**src/rtl/ble_telemetry_tx.sv**
```systemverilog
// ble_telemetry_tx
// UART transmitter returning MPU attitude telemetry to the BLE module.
// Each accepted request sends one fixed 8-byte 8N1 frame:
//   SYNC, roll_hi, roll_lo, pitch_hi, pitch_lo, yaw_hi, yaw_lo, CHK
// Every angle is sign-extended to 16 bits and sent big-endian.
// CHK is the XOR of the six angle bytes. SYNC is not included.
//
// Ports:
//   clock    system clock
//   reset_n  asynchronous active-low reset (tx is forced idle-high)
//   send     frame request, sampled every cycle
//   roll     signed 10-bit MPU angle
//   pitch    signed 10-bit MPU angle
//   yaw      signed 10-bit MPU angle
//   tx       UART serial out, idle high
//   busy     high while the frame bits are on the line
//   done     one-cycle pulse after the final stop bit
//   dropped  saturating count of requests that arrived while not idle
module ble_telemetry_tx #(
  parameter int unsigned CLK_HZ       = 32'd100_000_000,
  parameter int unsigned BAUD         = 32'd115_200,
  parameter int unsigned CLKS_PER_BIT = CLK_HZ / BAUD,
  parameter logic [7:0]  SYNC_BYTE    = 8'hA5
) (
  input  logic       clock,
  input  logic       reset_n,
  input  logic       send,
  input  logic [9:0] roll,
  input  logic [9:0] pitch,
  input  logic [9:0] yaw,
  output logic       tx,
  output logic       busy,
  output logic       done,
  output logic [7:0] dropped
);

  localparam logic [15:0] BIT_LAST = 16'(CLKS_PER_BIT - 32'd1);
  localparam logic [2:0]  IDX_LAST = 3'd7;
  localparam int unsigned EXT_W    = 32'd6;

  typedef enum logic [2:0] {
    ST_IDLE  = 3'd0,
    ST_START = 3'd1,
    ST_DATA  = 3'd2,
    ST_STOP  = 3'd3,
    ST_DONE  = 3'd4
  } state_t;

  // Sign-extend a 10-bit angle to the 16-bit wire format.
  function automatic logic [15:0] sign_ext(input logic [9:0] v);
    sign_ext = {{EXT_W{v[9]}}, v};
  endfunction

  // XOR of the six angle bytes.
  function automatic logic [7:0] xor_chk(input logic [9:0] r,
                                         input logic [9:0] p,
                                         input logic [9:0] y);
    logic [15:0] rs;
    logic [15:0] ps;
    logic [15:0] ys;
    rs = sign_ext(r);
    ps = sign_ext(p);
    ys = sign_ext(y);
    xor_chk = rs[15:8] ^ rs[7:0] ^ ps[15:8] ^ ps[7:0] ^ ys[15:8] ^ ys[7:0];
  endfunction

  state_t      state_r;
  state_t      state_s;
  logic [15:0] timer_r;
  logic [15:0] timer_s;
  logic [2:0]  bit_idx_r;
  logic [2:0]  bit_idx_s;
  logic [2:0]  byte_idx_r;
  logic [2:0]  byte_idx_s;
  logic        load_s;
  logic        bit_end_s;
  logic        drop_s;

  logic [15:0] roll_r;
  logic [15:0] pitch_r;
  logic [15:0] yaw_r;
  logic [7:0]  chk_r;
  logic [7:0]  byte_s;

  logic        tx_r;
  logic        busy_r;
  logic        done_r;
  logic [7:0]  dropped_r;
  logic        tx_s;
  logic        busy_s;
  logic        done_s;

  // Next-state logic: bit timer, bit/byte sequencing and frame accept.
  always_comb begin
    state_s    = state_r;
    timer_s    = timer_r;
    bit_idx_s  = bit_idx_r;
    byte_idx_s = byte_idx_r;
    load_s     = 1'b0;
    bit_end_s  = (timer_r == BIT_LAST);
    case (state_r)
      ST_IDLE: begin
        if (send) begin
          state_s    = ST_START;
          timer_s    = 16'd0;
          bit_idx_s  = 3'd0;
          byte_idx_s = 3'd0;
          load_s     = 1'b1;
        end else begin
          state_s = ST_IDLE;
        end
      end
      ST_START: begin
        if (bit_end_s) begin
          state_s   = ST_DATA;
          timer_s   = 16'd0;
          bit_idx_s = 3'd0;
        end else begin
          timer_s = timer_r + 16'd1;
        end
      end
      ST_DATA: begin
        if (bit_end_s) begin
          timer_s = 16'd0;
          if (bit_idx_r == IDX_LAST) begin
            state_s = ST_STOP;
          end else begin
            bit_idx_s = bit_idx_r + 3'd1;
          end
        end else begin
          timer_s = timer_r + 16'd1;
        end
      end
      ST_STOP: begin
        if (bit_end_s) begin
          timer_s = 16'd0;
          if (byte_idx_r == IDX_LAST) begin
            state_s = ST_DONE;
          end else begin
            state_s    = ST_START;
            byte_idx_s = byte_idx_r + 3'd1;
          end
        end else begin
          timer_s = timer_r + 16'd1;
        end
      end
      ST_DONE: begin
        state_s = ST_IDLE;
      end
      default: begin
        state_s = ST_IDLE;
      end
    endcase
    // Requests are refused in every non-idle state, DONE included.
    drop_s = send && (state_r != ST_IDLE) && (dropped_r != 8'hFF);
  end

  // Byte currently on the wire, chosen from the latched frame contents.
  always_comb begin
    byte_s = 8'hFF;
    case (byte_idx_s)
      3'd0:    byte_s = SYNC_BYTE;
      3'd1:    byte_s = roll_r[15:8];
      3'd2:    byte_s = roll_r[7:0];
      3'd3:    byte_s = pitch_r[15:8];
      3'd4:    byte_s = pitch_r[7:0];
      3'd5:    byte_s = yaw_r[15:8];
      3'd6:    byte_s = yaw_r[7:0];
      3'd7:    byte_s = chk_r;
      default: byte_s = 8'hFF;
    endcase
  end

  // Output values for the upcoming state, so the output flops track the FSM exactly.
  always_comb begin
    tx_s   = 1'b1;
    busy_s = 1'b0;
    done_s = 1'b0;
    case (state_s)
      ST_START: begin
        tx_s   = 1'b0;
        busy_s = 1'b1;
      end
      ST_DATA: begin
        tx_s   = byte_s[bit_idx_s];
        busy_s = 1'b1;
      end
      ST_STOP: begin
        tx_s   = 1'b1;
        busy_s = 1'b1;
      end
      ST_DONE: begin
        done_s = 1'b1;
      end
      default: begin
        tx_s = 1'b1;
      end
    endcase
  end

  // FSM, counters and registered outputs.
  always_ff @(posedge clock or negedge reset_n) begin
    if (!reset_n) begin
      state_r    <= ST_IDLE;
      timer_r    <= 16'd0;
      bit_idx_r  <= 3'd0;
      byte_idx_r <= 3'd0;
      tx_r       <= 1'b1;
      busy_r     <= 1'b0;
      done_r     <= 1'b0;
      dropped_r  <= 8'd0;
    end else begin
      state_r    <= state_s;
      timer_r    <= timer_s;
      bit_idx_r  <= bit_idx_s;
      byte_idx_r <= byte_idx_s;
      tx_r       <= tx_s;
      busy_r     <= busy_s;
      done_r     <= done_s;
      if (drop_s) begin
        dropped_r <= dropped_r + 8'd1;
      end
    end
  end

  // Shadow copy of the angles and checksum, captured only on accept.
  always_ff @(posedge clock or negedge reset_n) begin
    if (!reset_n) begin
      roll_r  <= 16'd0;
      pitch_r <= 16'd0;
      yaw_r   <= 16'd0;
      chk_r   <= 8'd0;
    end else if (load_s) begin
      roll_r  <= sign_ext(roll);
      pitch_r <= sign_ext(pitch);
      yaw_r   <= sign_ext(yaw);
      chk_r   <= xor_chk(roll, pitch, yaw);
    end
  end

  assign tx      = tx_r;
  assign busy    = busy_r;
  assign done    = done_r;
  assign dropped = dropped_r;

endmodule
```
**config.mk**
```make
export PLATFORM = sky130hd
export DESIGN_NAME = ble_telemetry_tx
export DESIGN_NICKNAME = d
export VERILOG_FILES = /design/src/rtl/ble_telemetry_tx.sv
export SDC_FILE = /design/constraint.sdc
export NUM_CORES = 1
export LEC_CHECK = 0
export CORE_ASPECT_RATIO = 0.6
export CORE_MARGIN = 1.5
export CORE_UTILIZATION = 35
export CTS_CLUSTER_DIAMETER = 50
export DETAILED_ROUTE_END_ITERATION = 6
export GPL_TIMING_DRIVEN = 0
export PLACE_DENSITY = 0.53
export SETUP_SLACK_MARGIN = 0.3
export SYNTH_ARGS = -nofsm -noshare
export SYNTH_HDL_FRONTEND = slang
export SYNTH_SLANG_ARGS = --single-unit
```
**constraint.sdc**
```tcl
create_clock -name clock -period 4.1 [get_ports clock]
set_input_delay 1.025 -clock clock [delete_from_list [all_inputs] [get_ports clock]]
set_output_delay 1.025 -clock clock [all_outputs]
set_load 0.02 [all_outputs]
```
# After elaboration in Yosys (flattened, before gate mapping)
# Cells that the tools add are included.
# classes
n_reduce_logical	9
n_mux	27
order_cmp	1
n_bitwise	5
eq_ne	19
add_sub_neg	4
# ops
cell	n
8-bit one-hot mux with 8 select lines	1
8-bit bitwise XOR	5
3-bit two-way mux	12
16-bit two-way mux	2
16-bit one-hot mux with 2 select lines	1
3-bit equality test, second input constant	7
3-bit by 2-bit equality test with 1-bit output, second input constant	6
16-bit by 1-bit adder with 16-bit output, second input constant	1
16-bit by 10-bit equality test with 1-bit output, second input constant	1
3-bit one-hot mux with 4 select lines	1
3-bit by 1-bit equality test with 1-bit output, second input constant	3
3-bit one-hot mux with 3 select lines	1
8-bit by 1-bit adder with 8-bit output, second input constant	1
8-bit != test, second input constant	1
3-bit by 1-bit adder with 3-bit output, second input constant	2
3-bit zero test	2
1-bit two-way mux	6
3-bit one-hot mux with 2 select lines	1
3-bit OR reduction	2
3-bit by 4-bit less-than comparator with 1-bit output, second input constant	1
1-bit binary-select mux with 3-bit select	1
3-bit nonzero test	1
1-bit logical AND	2
2-bit != test, second input constant	1
other kinds (3)	3
# word_totals
ff_bits	74
word_cells	77
out_inout_bits	11
input_bits	33

# Longest topological paths before layout
# depth
ltp_word	9
ltp_mapped	12
depth_no_buf	10

# Worst setup path after synthesis
# OpenSTA, ideal clock, no wires.
# synth_path
path_type	input to register
from	in send
to	reg tx_r, in the netlist tx
setup_ns	0.085
arrival_ns	2.982
required_ns	4.015
path_buffers	1
stages	9
slack_ns	1.033
path_cell_list	or4b_4 -> buf_6 -> and3_1 -> o311a_1 -> or2_4 -> a32oi_1 -> a211oi_1 -> o41ai_2 -> o2bb2ai_1
# synth_via
elab_chain_cells	7
# synth_lines
item	line	text
start: declaration	27	input logic send,
3-bit two-way mux	103	if (send) begin
3-bit one-hot mux with 2 select lines	101	case (state_r)
3-bit equality test (tied with other cells)	161	case (byte_idx_s)
8-bit one-hot mux with 8 select lines	161	
1-bit binary-select mux with 3-bit select	185	tx_s = byte_s[bit_idx_s];
1-bit two-way mux (implied by the code)	185	
1-bit one-hot mux with 2 select lines *	179	case (state_s)
via tx_s	89	logic tx_s;
end signal: assignment	217	tx_r <= tx_s;
end: declaration	85	logic tx_r;
# The timed path passes the listed nets; every way through them passes the cells marked *. The select of a mux whose other input is x is not followed.
# A chain may end at the register's enable or synchronous reset.

# Final worst setup path
# layout_path
from	in send
to	reg tx_r, in the netlist tx
# layout_via
elab_chain_cells	7
# layout_lines
item	line	text
3-bit two-way mux *	103	
3-bit one-hot mux with 2 select lines *	101	
via byte_idx_s[0]	74	logic [2:0] byte_idx_s;
3-bit equality test (tied with other cells)	161	
8-bit one-hot mux with 8 select lines *	161	
1-bit binary-select mux with 3-bit select *	185	
1-bit two-way mux (implied by the code) *	185	
1-bit one-hot mux with 2 select lines *	179	
via tx_s	89	
# Marks and branches as above.

==> results.txt <==
* Status: finished, final reports clean
- The tree is rooted in a sky130_fd_sc_hd__clkbuf_16.
- The pre-antenna-repair detailed-routing pass consisted of 5 iterations.
- Post-route DRC: 0
* Data required time at the worst endpoint: 4360 ps
- Length in cells of the worst reg-to-reg path: 10
- The endpoint identified for the worst register-to-register timing path is tx.
- Counting every net in the synthesized netlist gives 520.
* Number of hold-slack violations in the final timing report: 0
- Setup slack after layout: 387 ps
- All-layer global routing usage: 20.3%
- CP Buf/Inv Count: 3
- Total power density per cell area: 458 mW/mm²
* Number of warnings issued by yosys: 0
- Number of enable-type register cells in the synthesized netlist: 0
- For the pin with the worst max-slew slack, the measured transition is 1210 ps.
* Leakage power: 2.23 nW
- Setup violations remaining at the end of the flow were counted as 0.
- Crit path max-delay family: simple AND/OR/NAND/NOR gates
- Placeable Area: 0.0120 mm²
- The H-tree generated during clock tree synthesis spans 3 levels.
- Leaving out filler cells and counting taps, the final layout contains 708.
* First-pass GRT wire length: 19800 µm
- Vias in the first global route: 3576
- The worst-case IR drop observed on VDD is 187 µV.
* Slew HR: 18.7%
- Between clock sinks in the finished design, the worst skew comes to 7.44 ps.
- Using the TritonRoute via totals, the vias-per-cell ratio works out to 5.32.
* Setup repair after global routing missed its margin: no
- The floorplan has 31 rows.
- Counting flops with an async set or reset pin after synthesis yields a share of 100%.
* Worst setup SP type: input port
- From bottom edge to top edge, the die measures 88.5 µm.
- Die outline width: 146 µm
- The tightest min-delay check is of the register to register type.
- The area growth from synthesis to layout is 22.9%.
- Arrival @ worst endpoint: 3980 ps
- Total placed instance area: 0.00492 mm²
* Initial antenna violation count: 0
- In this run the count of I/O pins placed on the die edge is 44.
- At the later pin of the worst-skew pair, clock insertion delay measures 340 ps.
- Startpoint-to-endpoint class of the critical path: input port to register
* Antenna Violating Nets Remaining: 0
- At the end of routability-driven placement, the weighted congestion stood at 0.879.
- Largest fanout of any net on the critical path: 10
* Instance count of the mapped netlist: 483
- Critical register-to-register path startpoint: timer_r[0]
- In this run the deepest clock path goes through 2 buffers.
* Final worst-path cycle share: 90.6%
- DIE AREA: 0.0129 mm²
* Post-Synthesis Cell Area: 0.00427 mm²
- Detailed router's first-iteration violation count: 253
* Flip-flop and latch count after synthesis: 74
- For this run, the leading register cell type out of synthesis is sky130_fd_sc_hd__dfrtp_1.
- End point of the worst hold path: yaw_r[8]
- Number of instances on the worst hold path: 2
* Sequential cell area fraction in the yosys report: 43.4%
- Cell depth of the worst setup path: 11
- Starting Density: 35.6%
- Worst stage delay on the critical path: 620 ps
* Count of clock tree sinks: 74
* Util after Layout: 43.8%
- Once placement completed, the tool counted placed cells totaling 692.
* Detailed-route wire length per cell: 17.0 µm
* Slowest cell on the critical path: sky130_fd_sc_hd__clkdlybuf4s50_1
- Across the run, the number of max-cap violations was 0.
* Nets: 575
* Fraction of final layout cells sized beyond drive strength 1: 8.47%
- Largest net degree at the start of global routing: 39
- TritonCTS built the clock tree.
- The setup check on the worst reg-to-reg path leaves a slack of 1050 ps.
* N_diodes: 0
* Pre-CTS WS: -59.4 ps
- Type of element capturing the critical path: register
* Postcts setup bufs: 0
- Grt total ovfl: 0
* Half-perimeter wire length after detailed placement: 9070 µm
- Min Tclk post-route: 3710 ps
- Cell area after layout: 0.00525 mm²
- Cts bufs inserted: 9
* Beginning of the worst hold path: yaw_r[8]
* Cell breakdown of the critical path: clkdlybuf4s50_1, or4b_4, buf_6, nand2_1, a21oi_1, nor2_2, inv_2, a31oi_1, o211ai_1, a2111o_1, o2bb2ai_1
* Highest clock frequency the design can meet: 269 MHz
- Mean instance size in the synthesized netlist: 8.84 µm²
- Count of port buffers added during placement: 43
- Clock transition time at the flip-flop clock pins of the worst setup and hold paths: 60 ps
- Hold buffer count at cts: 0
* WL final: 12100 µm
* CP Launch Point: send
* Worst slack on hold paths: 485 ps
* Total count of max-transition violations in the final report: 0
- The final route contains 3767 vias.
- Synth cell types: 74
sequential cells by signal, summed over array words and instances (netlist names):
signal      count
bit_idx_r       3
busy            1
byte_idx_r      3
chk_r           8
done            1
dropped         8
pitch_r        10
roll_r         10
state_r         3
timer_r        16
tx              1
yaw_r          10
layer usage:
metal,vias to the layer above,share of wire [%],track usage (%)
met2,124,37,25.8
met5,-,0,0
met4,0,1.4,5.84
li1,1815,-,-
met1,1810,55,32.6
met3,18,6.9,4.79
cell usage in the layout, fill, tap and decap left out, types with 4 or more instances in the layout:
cell type                         instances
sky130_fd_sc_hd__xnor2_1                 24
sky130_fd_sc_hd__o211ai_1                 4
sky130_fd_sc_hd__nor2_1                  30
sky130_fd_sc_hd__clkbuf_16                9
sky130_fd_sc_hd__nor2b_1                  4
sky130_fd_sc_hd__clkdlybuf4s50_1         42
sky130_fd_sc_hd__and3_1                   4
sky130_fd_sc_hd__or3_1                    4
sky130_fd_sc_hd__nand2_1                121
sky130_fd_sc_hd__a211oi_1                 5
sky130_fd_sc_hd__ha_1                     4
sky130_fd_sc_hd__inv_1                    7
sky130_fd_sc_hd__dfrtp_1                 73
sky130_fd_sc_hd__nand4_1                  6
sky130_fd_sc_hd__o21ai_0                 32
sky130_fd_sc_hd__clkbuf_1                15
sky130_fd_sc_hd__a21oi_1                 17
sky130_fd_sc_hd__nor3_1                  11
sky130_fd_sc_hd__buf_2                    6
sky130_fd_sc_hd__a31oi_1                  5
sky130_fd_sc_hd__mux2i_1                  5
sky130_fd_sc_hd__xor2_1                  15
sky130_fd_sc_hd__nand3_1                 21
cells by family (layout without fill, tap and decap cells):
logic type	Yosys count	count (layout)	share of synthesized area (%)
xor gates and xnor gates	39	39	8.00
muxes	8	8	1.96
adders and majority gates	4	4	1.17
AOI/OAI and AO/OA	102	102	16.9
buffers and inverters	31	91	3.22
DFF	74	74	43.4
and+or+nand+nor	225	225	25.3
power by group:
group	total, W	internal (W)	switching [W]
registers	0.00106	0.000904	0.000158
clock network	0.000807	0.000504	0.000303
logic	0.000532	0.000258	0.000274
total	0.00240	0.00167	0.000734
final cells by class:
type	count	area [µm²]
tap	165	206
sequential	74	1850
timing repair buffer	44	448
inverter	10	40.0
multi-input combinational	378	2300
clock buffer	14	264
buffer	21	97.6
clock inverter	2	35.0
fill	1188	6740
worst register-to-register path: cells and delay by family, from the launching register on:
kind / cells / cell delay, ps
compound gates: 4 / 1230
buf+inv: 2 / 460
flops: 1 / 390
fa+ha+maj: 1 / 290
simple gates: 3 / 600
cell usage after synthesis, types with 2 or more instances:
cell	count	area, µm²
sky130_fd_sc_hd__inv_2	2	7.51
sky130_fd_sc_hd__a2111oi_0	2	17.5
sky130_fd_sc_hd__a211oi_1	5	37.5
sky130_fd_sc_hd__o211ai_1	4	30.0
sky130_fd_sc_hd__buf_2	6	30.0
sky130_fd_sc_hd__and4b_1	2	20.0
sky130_fd_sc_hd__mux2_2	3	33.8
sky130_fd_sc_hd__nor2b_1	4	25.0
sky130_fd_sc_hd__nand2_1	121	454
sky130_fd_sc_hd__nor3_1	12	60.1
sky130_fd_sc_hd__and4_1	3	26.3
sky130_fd_sc_hd__nand3_1	21	105
sky130_fd_sc_hd__mux2i_1	5	50.1
sky130_fd_sc_hd__inv_1	7	26.3
sky130_fd_sc_hd__ha_1	4	50.1
sky130_fd_sc_hd__a21o_1	3	22.5
sky130_fd_sc_hd__or3_1	4	25.0
sky130_fd_sc_hd__nand3b_1	3	22.5
sky130_fd_sc_hd__nand4_1	6	37.5
sky130_fd_sc_hd__a31oi_1	5	31.3
sky130_fd_sc_hd__a21oi_1	17	85.1
sky130_fd_sc_hd__o21ai_0	32	160
sky130_fd_sc_hd__a32oi_1	2	17.5
sky130_fd_sc_hd__nor2_1	30	113
sky130_fd_sc_hd__clkbuf_1	12	45.0
sky130_fd_sc_hd__o31a_1	2	17.5
sky130_fd_sc_hd__and3_1	4	25.0
sky130_fd_sc_hd__nor3b_1	3	22.5
sky130_fd_sc_hd__o31ai_1	2	15.0
sky130_fd_sc_hd__xnor2_1	24	210
sky130_fd_sc_hd__dfrtp_1	73	1830
sky130_fd_sc_hd__xor2_1	15	131
sky130_fd_sc_hd__a2111o_1	2	22.5
sky130_fd_sc_hd__a41oi_1	2	17.5
sky130_fd_sc_hd__o311a_1	2	20.0
what timing repair did:
action                                 CTS  global route
setup endpoints to repair                0             1
gates resized for setup                  0             5
endpoints found under the hold margin    0             0
stage by stage:
stage | total power, W | setup TNS, ps
2_1_floorplan | 0.00136 | 0
3_3_place_gp | 0.00159 | -56500
3_5_place_dp | 0.00160 | -59.4
4_1_cts | 0.00242 | 0
5_1_grt | 0.00254 | 0
6_report | 0.00240 | 0
worst max path at each step:
stage                      end  slack, ps
detailed placement          tx        -60
global route                tx        310
floorplan                   tx       1030
CTS                         tx        300
global placement    pitch_r[1]       -780
finish                      tx        390
Note: power is estimated with default switching activity, not from simulation.
==> RTL change (config.mk and constraints unchanged) <==
Make the reset (`reset_n`) synchronous in 2 clocked blocks. Comments in the files are not updated.
--- a/src/rtl/ble_telemetry_tx.sv
+++ b/src/rtl/ble_telemetry_tx.sv
@@ -200,5 +200,5 @@
 
   // FSM, counters and registered outputs.
-  always_ff @(posedge clock or negedge reset_n) begin
+  always_ff @(posedge clock) begin
     if (!reset_n) begin
       state_r    <= ST_IDLE;
@@ -225,5 +225,5 @@
 
   // Shadow copy of the angles and checksum, captured only on accept.
-  always_ff @(posedge clock or negedge reset_n) begin
+  always_ff @(posedge clock) begin
     if (!reset_n) begin
       roll_r  <= 16'd0;
Behaviour: differs if reset_n is asserted again (counterexample within 4 cycles, from zero or initial values and one cycle with reset_n low); with reset_n held inactive, the same outputs for 10 cycles.
==> RTL change against the unedited design <==
- die area decreased by 4.8%
- design area decreased by 4.6%
- via count decreased by 5.0%
- sequential cell count unchanged
- clock skew decreased by 0.00056 ns
- routed wire length decreased by 9.4%
- synthesized area decreased by 5.0%
- worst setup slack improved by 0.30 ns
- critical path type unchanged
- first-iteration DRC count increased by 3.2%
- critical path depth increased by 1
- largest cell class unchanged
- highest routed layer unchanged
Power is not compared: it rests on default switching activity, and its combinational part moved more than twofold at a synthesized area within 25%.
==> RTL change: results (changes against the unedited design) <==
stage	metric	value	unit	change
status	outcome	completed		
global_routing	grt_usage	19.4	%	-0.92 points
global_routing	grt_pass1_wl	18.2	mm	-7.9%
setup_path	critPathTopFamily	compound AO/OA/AOI/OAI gates		
routing	met2WireLength	4.01	mm	-10%
final_layout	nonClkBufAreaFrac	12.2	%	+1.8 points
timing	max_slew_margin	23.1	%	+4.5 points
global_routing	grt_start_max_net_pins	12		-69%
final_layout	clock_buffer_count	13		-1
synthesis	synth_seq_area_share	36.5	%	-6.9 points
final_layout	clk_share	5.60	%	-0.099 points
synthesis	synth-xor-area-share	9.07	%	+1.1 points
synthesis	synthMuxAreaShare	4.01	%	+2.0 points
place	gp_congestion	0.832		-5.3%
synthesis	ys_types	63		-15%
final_layout	multi_input_comb_cells	376		-0.53%
final_layout	final_layout_size_suffix_gt1_share	7.37	%	-1.1 points
synthesis	yosys.area_share.adder	1.23	%	+0.061 points
synthesis	ys.flop_type	dfxtp_1		
setup_path	max_stage_delay	0.32	ns	-0.30 ns
global_routing	use_met1	31.2	%	-1.4 points
global_routing	use_met3	4.70	%	-0.098 points
final_layout	n_all_inverters	2		-8
final_layout	stdcell_count	703		-0.71%
routing	drt-total-wl	10.9	mm	-9.4%
global_routing	grt_pass1_vias	3368		-5.8%
final_layout	seqCellArea	1480	um2	-20%
RTL change: final timing paths:
| check | start | to | slack (ns) | cells after the start |
|---|---|---|---|---|
| worst min-delay path | pitch_r[7] | pitch_r[7] | 0.47 | 2 |
| worst max register to register | timer_r[0] | tx | 0.71 | 13 |
| worst max-delay path | send | tx | 0.69 | 12 |
| worst min register to register | pitch_r[7] | pitch_r[7] | 0.47 | 2 |
RTL change: through the flow:
stage               utilization (%)  power (uW)  area (um2)
floorplan                         -         902        4060
global placement               41.5         985        4690
detailed placement             41.5         988        4690
CTS                            44.2        1760        5000
global route                   44.3        1820        5000
finish                         44.3        1740        5000
RTL change: cells by family after synthesis:
group,Yosys count
buffers and inverters,31
and+or+nand+nor,215
xor gates and xnor gates,42
AOI/OAI and AO/OA,100
muxes,15
adders and majority gates,4
DFF,74
RTL change: timing repair:
action	4_1_cts	5_1_grt
gates resized for setup	1	6
endpoints found under the setup margin	1	1
buffers inserted	3	0
pin swaps	1	0
